## src/rtl/dsm_ctrl_pkg.sv

```systemverilog
// dsm_ctrl_pkg: shared types and helpers for the stereo delta-sigma front-end
// controller (dsm_stereo_ctrl and its FIFO).
package dsm_ctrl_pkg;

  typedef enum logic [1:0] {
    ST_IDLE    = 2'd0,
    ST_PREFILL = 2'd1,
    ST_PLAY    = 2'd2
  } dsm_state_t;

  // Silence code for an offset-binary word of the given width: 2^(width-1).
  function automatic logic [31:0] dsm_mid(input int unsigned width);
    return 32'd1 << (width - 1);
  endfunction

endpackage

```

## src/rtl/dsm_ctrl_fifo.sv

```systemverilog
// dsm_ctrl_fifo: small synchronous FIFO holding packed stereo sample pairs.
// Pointers carry one extra wrap bit so level/full/empty fall out of a subtract.
// A flush empties the FIFO and takes priority over a same-cycle push.
module dsm_ctrl_fifo #(
  parameter int unsigned DATA_WIDTH = 32,
  parameter int unsigned DEPTH      = 4
) (
  input  logic                    clk,
  input  logic                    aclr,
  input  logic                    flush,
  input  logic                    push,
  input  logic                    pop,
  input  logic [DATA_WIDTH-1:0]   wr_data,
  output logic [DATA_WIDTH-1:0]   rd_data,
  output logic [$clog2(DEPTH):0]  level,
  output logic                    full,
  output logic                    empty
);

  localparam int unsigned AW = $clog2(DEPTH);

  logic [DATA_WIDTH-1:0] mem [DEPTH];
  logic [AW:0]           wr_ptr;
  logic [AW:0]           rd_ptr;
  logic                  do_push;
  logic                  do_pop;

  assign level   = wr_ptr - rd_ptr;
  assign full    = (level == (AW+1)'(DEPTH));
  assign empty   = (level == '0);
  assign do_push = push && !full;
  assign do_pop  = pop && !empty;
  assign rd_data = mem[rd_ptr[AW-1:0]];

  // Storage write; contents need no reset since pointers gate visibility.
  always_ff @(posedge clk) begin
    if (do_push) mem[wr_ptr[AW-1:0]] <= wr_data;
  end

  // Read/write pointer update with asynchronous clear and synchronous flush.
  always_ff @(posedge clk or posedge aclr) begin
    if (aclr) begin
      wr_ptr <= '0;
      rd_ptr <= '0;
    end else if (flush) begin
      wr_ptr <= '0;
      rd_ptr <= '0;
    end else begin
      if (do_push) wr_ptr <= wr_ptr + (AW+1)'(1);
      if (do_pop)  rd_ptr <= rd_ptr + (AW+1)'(1);
    end
  end

endmodule

```

## src/rtl/dsm_stereo_ctrl.sv

```systemverilog
// dsm_stereo_ctrl: buffers upstream stereo PCM pairs, paces them out on a
// programmable sample tick and drives the registered modulator input words.
// Optional feature macro: DSM_CTRL_SOFTMUTE_EN -- when defined, outputs ramp
// toward their target by RAMP_STEP per tick instead of jumping.
module dsm_stereo_ctrl
  import dsm_ctrl_pkg::*;
#(
  parameter int unsigned DSM_WIDTH  = 16,
  parameter int unsigned FIFO_DEPTH = 4,
  parameter int unsigned DIV_WIDTH  = 12,
  parameter int unsigned RAMP_STEP  = 64
) (
  input  logic                          clk,
  input  logic                          aclr,
  input  logic                          s_valid,
  output logic                          s_ready,
  input  logic [DSM_WIDTH-1:0]          s_left,
  input  logic [DSM_WIDTH-1:0]          s_right,
  input  logic [DIV_WIDTH-1:0]          div,
  input  logic                          enable,
  input  logic                          mute,
  output logic [DSM_WIDTH-1:0]          left_pcm,
  output logic [DSM_WIDTH-1:0]          right_pcm,
  output logic                          sample_tick,
  output logic                          underrun,
  input  logic                          underrun_clr,
  output logic [$clog2(FIFO_DEPTH):0]   fifo_level
);

  localparam int unsigned LW = $clog2(FIFO_DEPTH) + 1;
  localparam logic [DSM_WIDTH-1:0] MID = DSM_WIDTH'(dsm_mid(DSM_WIDTH));
  localparam logic [LW-1:0] PREFILL_LVL = LW'(FIFO_DEPTH / 2);

  dsm_state_t               state;
  dsm_state_t               state_nxt;
  logic [DIV_WIDTH-1:0]     cnt;
  logic                     fifo_full;
  logic                     fifo_empty;
  logic                     push;
  logic                     pop;
  logic                     flush;
  logic                     go_idle;
  logic                     underrun_set;
  logic [2*DSM_WIDTH-1:0]   fifo_rd;
  logic [DSM_WIDTH-1:0]     pop_l;
  logic [DSM_WIDTH-1:0]     pop_r;

  // Tick is forced low while the asynchronous clear is held.
  assign sample_tick  = enable && !aclr && (cnt == div);
  assign s_ready      = !fifo_full;
  assign push         = s_valid && !fifo_full;
  assign go_idle      = !enable || (state == ST_IDLE);
  assign flush        = go_idle;
  assign pop          = (state == ST_PLAY) && sample_tick && !fifo_empty;
  assign underrun_set = (state == ST_PLAY) && sample_tick && fifo_empty;
  assign {pop_l, pop_r} = fifo_rd;

  dsm_ctrl_fifo #(
    .DATA_WIDTH (2 * DSM_WIDTH),
    .DEPTH      (FIFO_DEPTH)
  ) u_fifo (
    .clk     (clk),
    .aclr    (aclr),
    .flush   (flush),
    .push    (push),
    .pop     (pop),
    .wr_data ({s_left, s_right}),
    .rd_data (fifo_rd),
    .level   (fifo_level),
    .full    (fifo_full),
    .empty   (fifo_empty)
  );

  // Sample-period divider: counts 0..div while enabled, parked at 0 otherwise.
  always_ff @(posedge clk or posedge aclr) begin
    if (aclr)                cnt <= '0;
    else if (!enable)        cnt <= '0;
    else if (cnt == div)     cnt <= '0;
    else                     cnt <= cnt + DIV_WIDTH'(1);
  end

  // Next-state logic; dropping enable always returns to IDLE.
  always_comb begin
    state_nxt = state;
    if (!enable) begin
      state_nxt = ST_IDLE;
    end else begin
      case (state)
        ST_IDLE:    state_nxt = ST_PREFILL;
        ST_PREFILL: if (fifo_level >= PREFILL_LVL) state_nxt = ST_PLAY;
        ST_PLAY:    if (underrun_set) state_nxt = ST_PREFILL;
        default:    state_nxt = ST_IDLE;
      endcase
    end
  end

  // State register.
  always_ff @(posedge clk or posedge aclr) begin
    if (aclr) state <= ST_IDLE;
    else      state <= state_nxt;
  end

  // Sticky underrun flag; a new underrun beats a same-cycle clear.
  always_ff @(posedge clk or posedge aclr) begin
    if (aclr)              underrun <= 1'b0;
    else if (underrun_set) underrun <= 1'b1;
    else if (underrun_clr) underrun <= 1'b0;
  end

`ifdef DSM_CTRL_SOFTMUTE_EN
  localparam logic [DSM_WIDTH-1:0] STEP = DSM_WIDTH'(RAMP_STEP);

  logic [DSM_WIDTH-1:0] ramp_l;
  logic [DSM_WIDTH-1:0] ramp_r;
  logic [DSM_WIDTH-1:0] tgt_l;
  logic [DSM_WIDTH-1:0] tgt_r;

  function automatic logic [DSM_WIDTH-1:0] step_toward(
    input logic [DSM_WIDTH-1:0] cur,
    input logic [DSM_WIDTH-1:0] tgt
  );
    if (cur < tgt) return ((tgt - cur) > STEP) ? cur + STEP : tgt;
    else           return ((cur - tgt) > STEP) ? cur - STEP : tgt;
  endfunction

  // Ramp target: silence while muted, else the freshest popped sample.
  always_comb begin
    tgt_l = ramp_l;
    tgt_r = ramp_r;
    if (pop) begin
      tgt_l = pop_l;
      tgt_r = pop_r;
    end
    if (mute) begin
      tgt_l = MID;
      tgt_r = MID;
    end
  end

  // Ramp registers remember the last popped pair; outputs slew on each tick.
  always_ff @(posedge clk or posedge aclr) begin
    if (aclr) begin
      ramp_l    <= MID;
      ramp_r    <= MID;
      left_pcm  <= MID;
      right_pcm <= MID;
    end else if (go_idle) begin
      ramp_l    <= MID;
      ramp_r    <= MID;
      left_pcm  <= MID;
      right_pcm <= MID;
    end else begin
      if (pop) begin
        ramp_l <= pop_l;
        ramp_r <= pop_r;
      end
      if (sample_tick) begin
        left_pcm  <= step_toward(left_pcm, tgt_l);
        right_pcm <= step_toward(right_pcm, tgt_r);
      end
    end
  end
`else
  // Output words: silence in IDLE or while muted, else the popped pair.
  // After mute release the silence code is held until the next pop.
  always_ff @(posedge clk or posedge aclr) begin
    if (aclr) begin
      left_pcm  <= MID;
      right_pcm <= MID;
    end else if (go_idle || mute) begin
      left_pcm  <= MID;
      right_pcm <= MID;
    end else if (pop) begin
      left_pcm  <= pop_l;
      right_pcm <= pop_r;
    end
  end
`endif

endmodule
```

## config.mk

```make
export PLATFORM = sky130hd
export DESIGN_NAME = dsm_stereo_ctrl
export DESIGN_NICKNAME = d
export VERILOG_FILES = /design/src/rtl/dsm_ctrl_pkg.sv /design/src/rtl/dsm_ctrl_fifo.sv /design/src/rtl/dsm_stereo_ctrl.sv
export SDC_FILE = /design/constraint.sdc
export NUM_CORES = 1
export LEC_CHECK = 0
export CORE_MARGIN = 4
export CORE_UTILIZATION = 32
export CTS_CLUSTER_DIAMETER = 40
export CTS_CLUSTER_SIZE = 24
export DETAILED_ROUTE_END_ITERATION = 7
export PLACE_DENSITY_LB_ADDON = 0.12
export SETUP_SLACK_MARGIN = 0.02
export SYNTH_ARGS = -nofsm -noshare
export SYNTH_HDL_FRONTEND = slang
export SYNTH_HIERARCHICAL = 1
export SYNTH_SLANG_ARGS = --single-unit
```

## constraint.sdc

```tcl
create_clock -name clk -period 3.65 [get_ports clk]
set_input_delay 0.73 -clock clk [delete_from_list [all_inputs] [get_ports clk]]
set_output_delay 0.73 -clock clk [all_outputs]
set_load 0.01 [all_outputs]
```

## Word level (Yosys, flattened, before mapping)

Memories as Yosys holds them, arrays and structs flattened.
Index checks and enable logic that the tools add are counted.

- Add/sub/neg operators: 4
- Order comparisons: 1
- Equality and inequality tests: 6
- Muxes and demuxes: 18
- Reductions and logical operators: 21

Operators with widths:

| cell | number |
|---|---|
| $mux 16 | 4 |
| $mux 12 | 2 |
| $add 12x1->12 const B | 1 |
| $eq 12x12->1 | 1 |
| $mux 3 | 4 |
| $logic_and 1x1->1 | 8 |
| $reduce_bool 2->1 | 4 |
| $add 3x1->3 const B | 2 |
| $mux 2 | 3 |
| $ne 3x3->1 const B | 2 |
| $pmux 2 s3 | 1 |
| $logic_not 1->1 | 4 |
| $mux 1 | 4 |
| $eq 3x3->1 const B | 1 |
| $ge 3x2->1 const B | 1 |
| $logic_not 3->1 | 1 |
| $sub 3x3->3 | 1 |
| $eq 2x1->1 const B | 1 |
| $eq 2x2->1 const B | 1 |
| $logic_not 2->1 | 1 |
| $logic_or 1x1->1 | 2 |
| $reduce_and 2->1 | 1 |

- Register bits: 53
- RAM bits: 128
- Word-level logic and storage cells: 58
- Memories kept: 1

Memory list:

| name | words | width | read ports | clocked after memory_dff | wr ports | RTL line | source |
|---|---|---|---|---|---|---|---|
| u_fifo.mem | 4 | 32 | 1 | 0 | 1 | dsm_ctrl_fifo.sv:22 | `logic [DATA_WIDTH-1:0] mem [DEPTH];` |

## Depth between registers and ports, before layout

- Depth after elaboration: 8
- Mapped depth: 12
- Gate-level depth less buffers: 12

## Hierarchy

Netlist, hierarchy kept.

By module, submodules not included:

| module | instances | cells each | area each (um2) |
|---|---|---|---|
| dsm_ctrl_fifo | 1 | 222 | 5,102.4 |
| dsm_stereo_ctrl | 1 | 233 | 2,397.3 |

## Worst setup path after synthesis

No wires, ideal clock.

- Path type: register -> register
- Start point: register u_fifo.wr_ptr[0]
- End point: memory u_fifo.mem[0][0] (enable)
- Arrival time: 2,730 ps
- Data required time: 3,258 ps
- Slack: 528 ps
- Stages on the path, launching flop included: 9
- Buffers on the path: 0
- Clock period less this slack: 3,122 ps
- Path through: dfrtp_1 > inv_1 > ha_1 > fa_1 > xnor3_2 > nor2_1 > nor2b_1 > o21a_1 > and2_1

- Cells in the longest elaborated chain, start to end: 7

RTL lines:

| item | RTL line | source |
|---|---|---|
| from (decl) | dsm_ctrl_fifo.sv:23 | `logic [AW:0] wr_ptr;` |
| from (signal assigned) | dsm_ctrl_fifo.sv:49 | `if (do_push) wr_ptr <= wr_ptr + (AW+1)'(1);` |
| $sub 3x3->3 | dsm_ctrl_fifo.sv:28 | `assign level = wr_ptr - rd_ptr;` |
| $eq 3x3->1 | dsm_ctrl_fifo.sv:29 | `assign full = (level == (AW+1)'(DEPTH));` |
| net fifo_full | dsm_stereo_ctrl.sv:37 | `logic fifo_full;` |
| $logic_not 1->1 | dsm_stereo_ctrl.sv:51 | `assign push = s_valid && !fifo_full;` |
| $logic_and 1x1->1 | dsm_stereo_ctrl.sv:51 |  |
| net push | dsm_stereo_ctrl.sv:39 | `logic push;` |
| $logic_and 1x1->1 | dsm_ctrl_fifo.sv:31 | `assign do_push = push && !full;` |
| $mux 1 | dsm_ctrl_fifo.sv:37 | `if (do_push) mem[wr_ptr[AW-1:0]] <= wr_data;` |
| $mux 1 (implied by the code) | dsm_ctrl_fifo.sv:37 |  |
| to (decl) | dsm_ctrl_fifo.sv:22 |  |

The timed path passes the listed nets, and every way through them passes these cells.

## Worst setup path after layout

- Start point: input div[8]
- End point: output sample_tick

- Cells in the longest elaborated chain, start to end: 2

RTL lines:

| item | RTL line | source |
|---|---|---|
| from (decl) | dsm_stereo_ctrl.sv:19 | `input logic [DIV_WIDTH-1:0] div,` |
| $eq 12x12->1 | dsm_stereo_ctrl.sv:49 | `assign sample_tick = enable && !aclr && (cnt == div);` |
| $logic_and 1x1->1 | dsm_stereo_ctrl.sv:49 |  |
| to (decl) | dsm_stereo_ctrl.sv:24 | `output logic sample_tick,` |

No other way between the ends.

==> flow_metrics.tcl <==
set metrics [dict create \
    ys_ff_latch 181 \
    path_max_fanout 2 \
    start_kind "input port" \
    h-tree-depth 4 \
    fp.dieW_um 161 \
    design_area_sq_um 9370 \
    status "finished clean" \
    cp.arrival_ns 2.72 \
    netlist_area_sq_um 7500 \
    endpoint_kind "output port" \
    worstSetupPathType "in -> out" \
    wirelength_mm 15.7 \
    synth_nets 513 \
    place.gp.congestion 0.780 \
    clock_latency_ns 0.41 \
    grt_pass1_vias 4394 \
    rsz0062_at_grt "false" \
    peakVddDrop_mv 0.281 \
    drc 0 \
    die_area_sq_um 26000 \
    tns_ns 0 \
    cts_resized 0 \
    ant_nets 0 \
    highest_layer "met5" \
    hold_violations 0 \
    drtIter0Drc 155 \
    grt_pass1_wl_mm 24.9 \
    synth-edff-count 128 \
    hp-class "reg -> reg" \
    max-clock-path-buffers 2 \
    finalCritPeriodShare_pct 94.5 \
    drt-met1-wl_mm 6.96 \
    yosysSeqAreaShare_pct 69.0 \
    cts_buffers 17 \
    max_freq_mhz 290 \
    wl_met3_um 634 \
    synth.distinct_cells 46 \
    fp.coreArea_sq_um 22800 \
    avgSynthCellArea_sq_um 16.5 \
    grt_max_degree 61 \
    drive_gt1_share_pct 17.0 \
    grt_overflow_total 0 \
    avgRoutedWirePerCell_um 17.9 \
    netlist_instances 455 \
    place.detailed.hpwl_mm 9.42 \
    io-pin-count 88 \
    clock_sinks 181 \
    io_buffers 87 \
    worst_pin_slew_ns 0.732 \
    via_per_inst 4.62 \
    max-slew-margin-rel_pct 51.2 \
    async_reset_ff_share_pct 29.3 \
    drv_cap 0 \
    setup_viol 0 \
    die_h_um 161 \
    ys.flop_type "edfxtp_1" \
    antennaDiodeCount 0 \
    n_fill_cell 2149 \
    cts_setup_buffers 0 \
    final.setup_skew_ns 0.00791 \
    finalCriticalPeriod_ns 3.45 \
    cts_tree "yes" \
    syn2layout_area_growth_pct 24.9 \
    power_density_nw_per_um2 455 \
    cts_hold_buf 0 \
    cts.clk_slew.worst_paths_ns 0.07 \
    initial_core_util_pct 32.8 \
    rows 55 \
    placed_cell_area_sq_um 8780 \
    antenna_found_initial 1 \
    drt_pass1_iterations 4 \
    p_leak_nw 3.26 \
    report.final.slew_viol_count 0 \
    grt_use_total_pct 12.4 \
    root_buffer "clkbuf_16" \
    design.final.nets 610 \
    yosysWarnings 6 \
    crit_required_ns 2.92 \
    wl_met2_mm 7.90 \
    num_vias 4060 \
]
-- kinds of logic after synthesis --
group           after synthesis  share of synthesized area [%]
compound gates               12                           1.08
xor+xnor                     23                           2.89
fa+ha+maj                     8                           1.43
buf+inv                      31                           2.65
flops                       181                           69.0
mux                          69                           14.6
simple gates                131                           8.38
-- per-stage QoR --
| step | hold slack [ns] | total power [mW] | std cells | setup WS (ns) | utilization [%] |
|---|---|---|---|---|---|
| 5_1_grt | 0.555 | 4.44 | 878 | 0.0712 | 41.0 |
| 6_report | 0.526 | 4.27 | 878 | 0.200 | 41.0 |
| 2_1_floorplan | 0.464 | 2.40 | 455 | 0.528 | - |
| 3_3_place_gp | 0.510 | 2.50 | 846 | 0.237 | 38.4 |
| 3_5_place_dp | 0.516 | 2.51 | 846 | 0.197 | 38.4 |
| 4_1_cts | 0.527 | 4.34 | 878 | 0.195 | 41.0 |
-- sequential cells by signal (all words and copies together) (netlist names) --
| name | count |
|---|---|
| u_fifo/mem | 128 |
| left_pcm | 16 |
| right_pcm | 16 |
| cnt | 12 |
| u_fifo/rd_ptr | 3 |
| u_fifo/wr_ptr | 3 |
| state | 2 |
| underrun | 1 |
-- routing by layer --
layer	vias up	track usage (%)
met5	-	0
li1	1885	-
met4	2	3.84
met1	2084	16.1
met2	73	21.0
met3	16	2.86
-- Yosys cell counts, types with 2 or more instances --
cell,count,share of area (%)
o21ai_0,4,0.27
buf_6,3,0.45
mux2_2,3,0.45
and2_1,5,0.42
clkbuf_1,5,0.25
nor2_1,26,1.3
ha_1,7,1.2
nor4_1,3,0.25
nand2b_1,5,0.42
or4_4,3,0.45
nand4_1,4,0.33
clkbuf_8,5,0.92
mux4_2,32,9.6
buf_2,5,0.33
a31oi_1,2,0.17
dfrtp_1,51,17
inv_1,11,0.55
edfxtp_1,128,51
dfstp_2,2,0.70
nand3_1,6,0.40
mux2i_1,34,4.5
nand2_1,65,3.3
nor2b_1,3,0.25
xor2_1,21,2.5
-- worst max-delay path: stages --
cell,delay [ns]
clkdlybuf4s50_1,0.42
xor2_1,0.16
nor4_1,0.39
nand2_1,0.14
nor4bb_1,0.29
clkdlybuf4s50_1,0.58
-- cell usage in the layout, fill, tap and decap left out, types with 4 or more instances in the layout --
| cell type | Yosys | layout |
|---|---|---|
| clkbuf_16 | 0 | 17 |
| buf_4 | 1 | 5 |
| inv_8 | 0 | 4 |
| edfxtp_1 | 128 | 128 |
| o21ai_0 | 4 | 4 |
| mux4_2 | 32 | 32 |
| mux2i_1 | 34 | 34 |
| buf_12 | 0 | 6 |
| nand2b_1 | 5 | 5 |
| inv_1 | 11 | 10 |
| nand4_1 | 4 | 4 |
| and2_2 | 0 | 4 |
| nor2_1 | 26 | 25 |
| clkdlybuf4s50_1 | 0 | 87 |
| inv_6 | 0 | 5 |
| xor2_1 | 21 | 21 |
| nand2_1 | 65 | 65 |
| nand3_1 | 6 | 6 |
| ha_1 | 7 | 7 |
| dfrtp_1 | 51 | 49 |
-- final timing paths --
check / from / end / slack [ns] / depth (start not counted)
setup / recovery: div[8] / sample_tick / 0.20 / 6
hold / removal: right_pcm[12]$_DFFE_PP0P_ / right_pcm[12]$_DFFE_PP0P_ / 0.53 / 2
setup reg to reg: u_fifo/wr_ptr[0]$_DFFE_PP0P_ / u_fifo/rd_ptr[0]$_DFFE_PP0P_ / 0.47 / 12
hold reg to reg: right_pcm[12]$_DFFE_PP0P_ / right_pcm[12]$_DFFE_PP0P_ / 0.53 / 2
max in group asynchronous: aclr / right_pcm[14]$_DFFE_PP0P_ / 2.17 / 3
min in group asynchronous: aclr / cnt[3]$_DFF_PP0_ / 0.63 / 2
-- final cells by class --
class | count | area (sq um) | area share, %
inverter | 11 | 41.3 | 0.441
multi-input combinational | 243 | 2140 | 22.9
timing repair buffer | 98 | 1030 | 11.0
tap | 313 | 392 | 4.18
sequential | 181 | 5170 | 55.2
clock buffer | 17 | 425 | 4.54
clock inverter | 15 | 164 | 1.75
-- power breakdown --
| part | switching (mW) | internal (mW) | total [mW] |
|---|---|---|---|
| clock network | 0.831 | 0.976 | 1.81 |
| logic | 0.101 | 0.0972 | 0.198 |
| registers | 0.0119 | 2.25 | 2.26 |
Note: power is estimated with default switching activity, not from simulation.
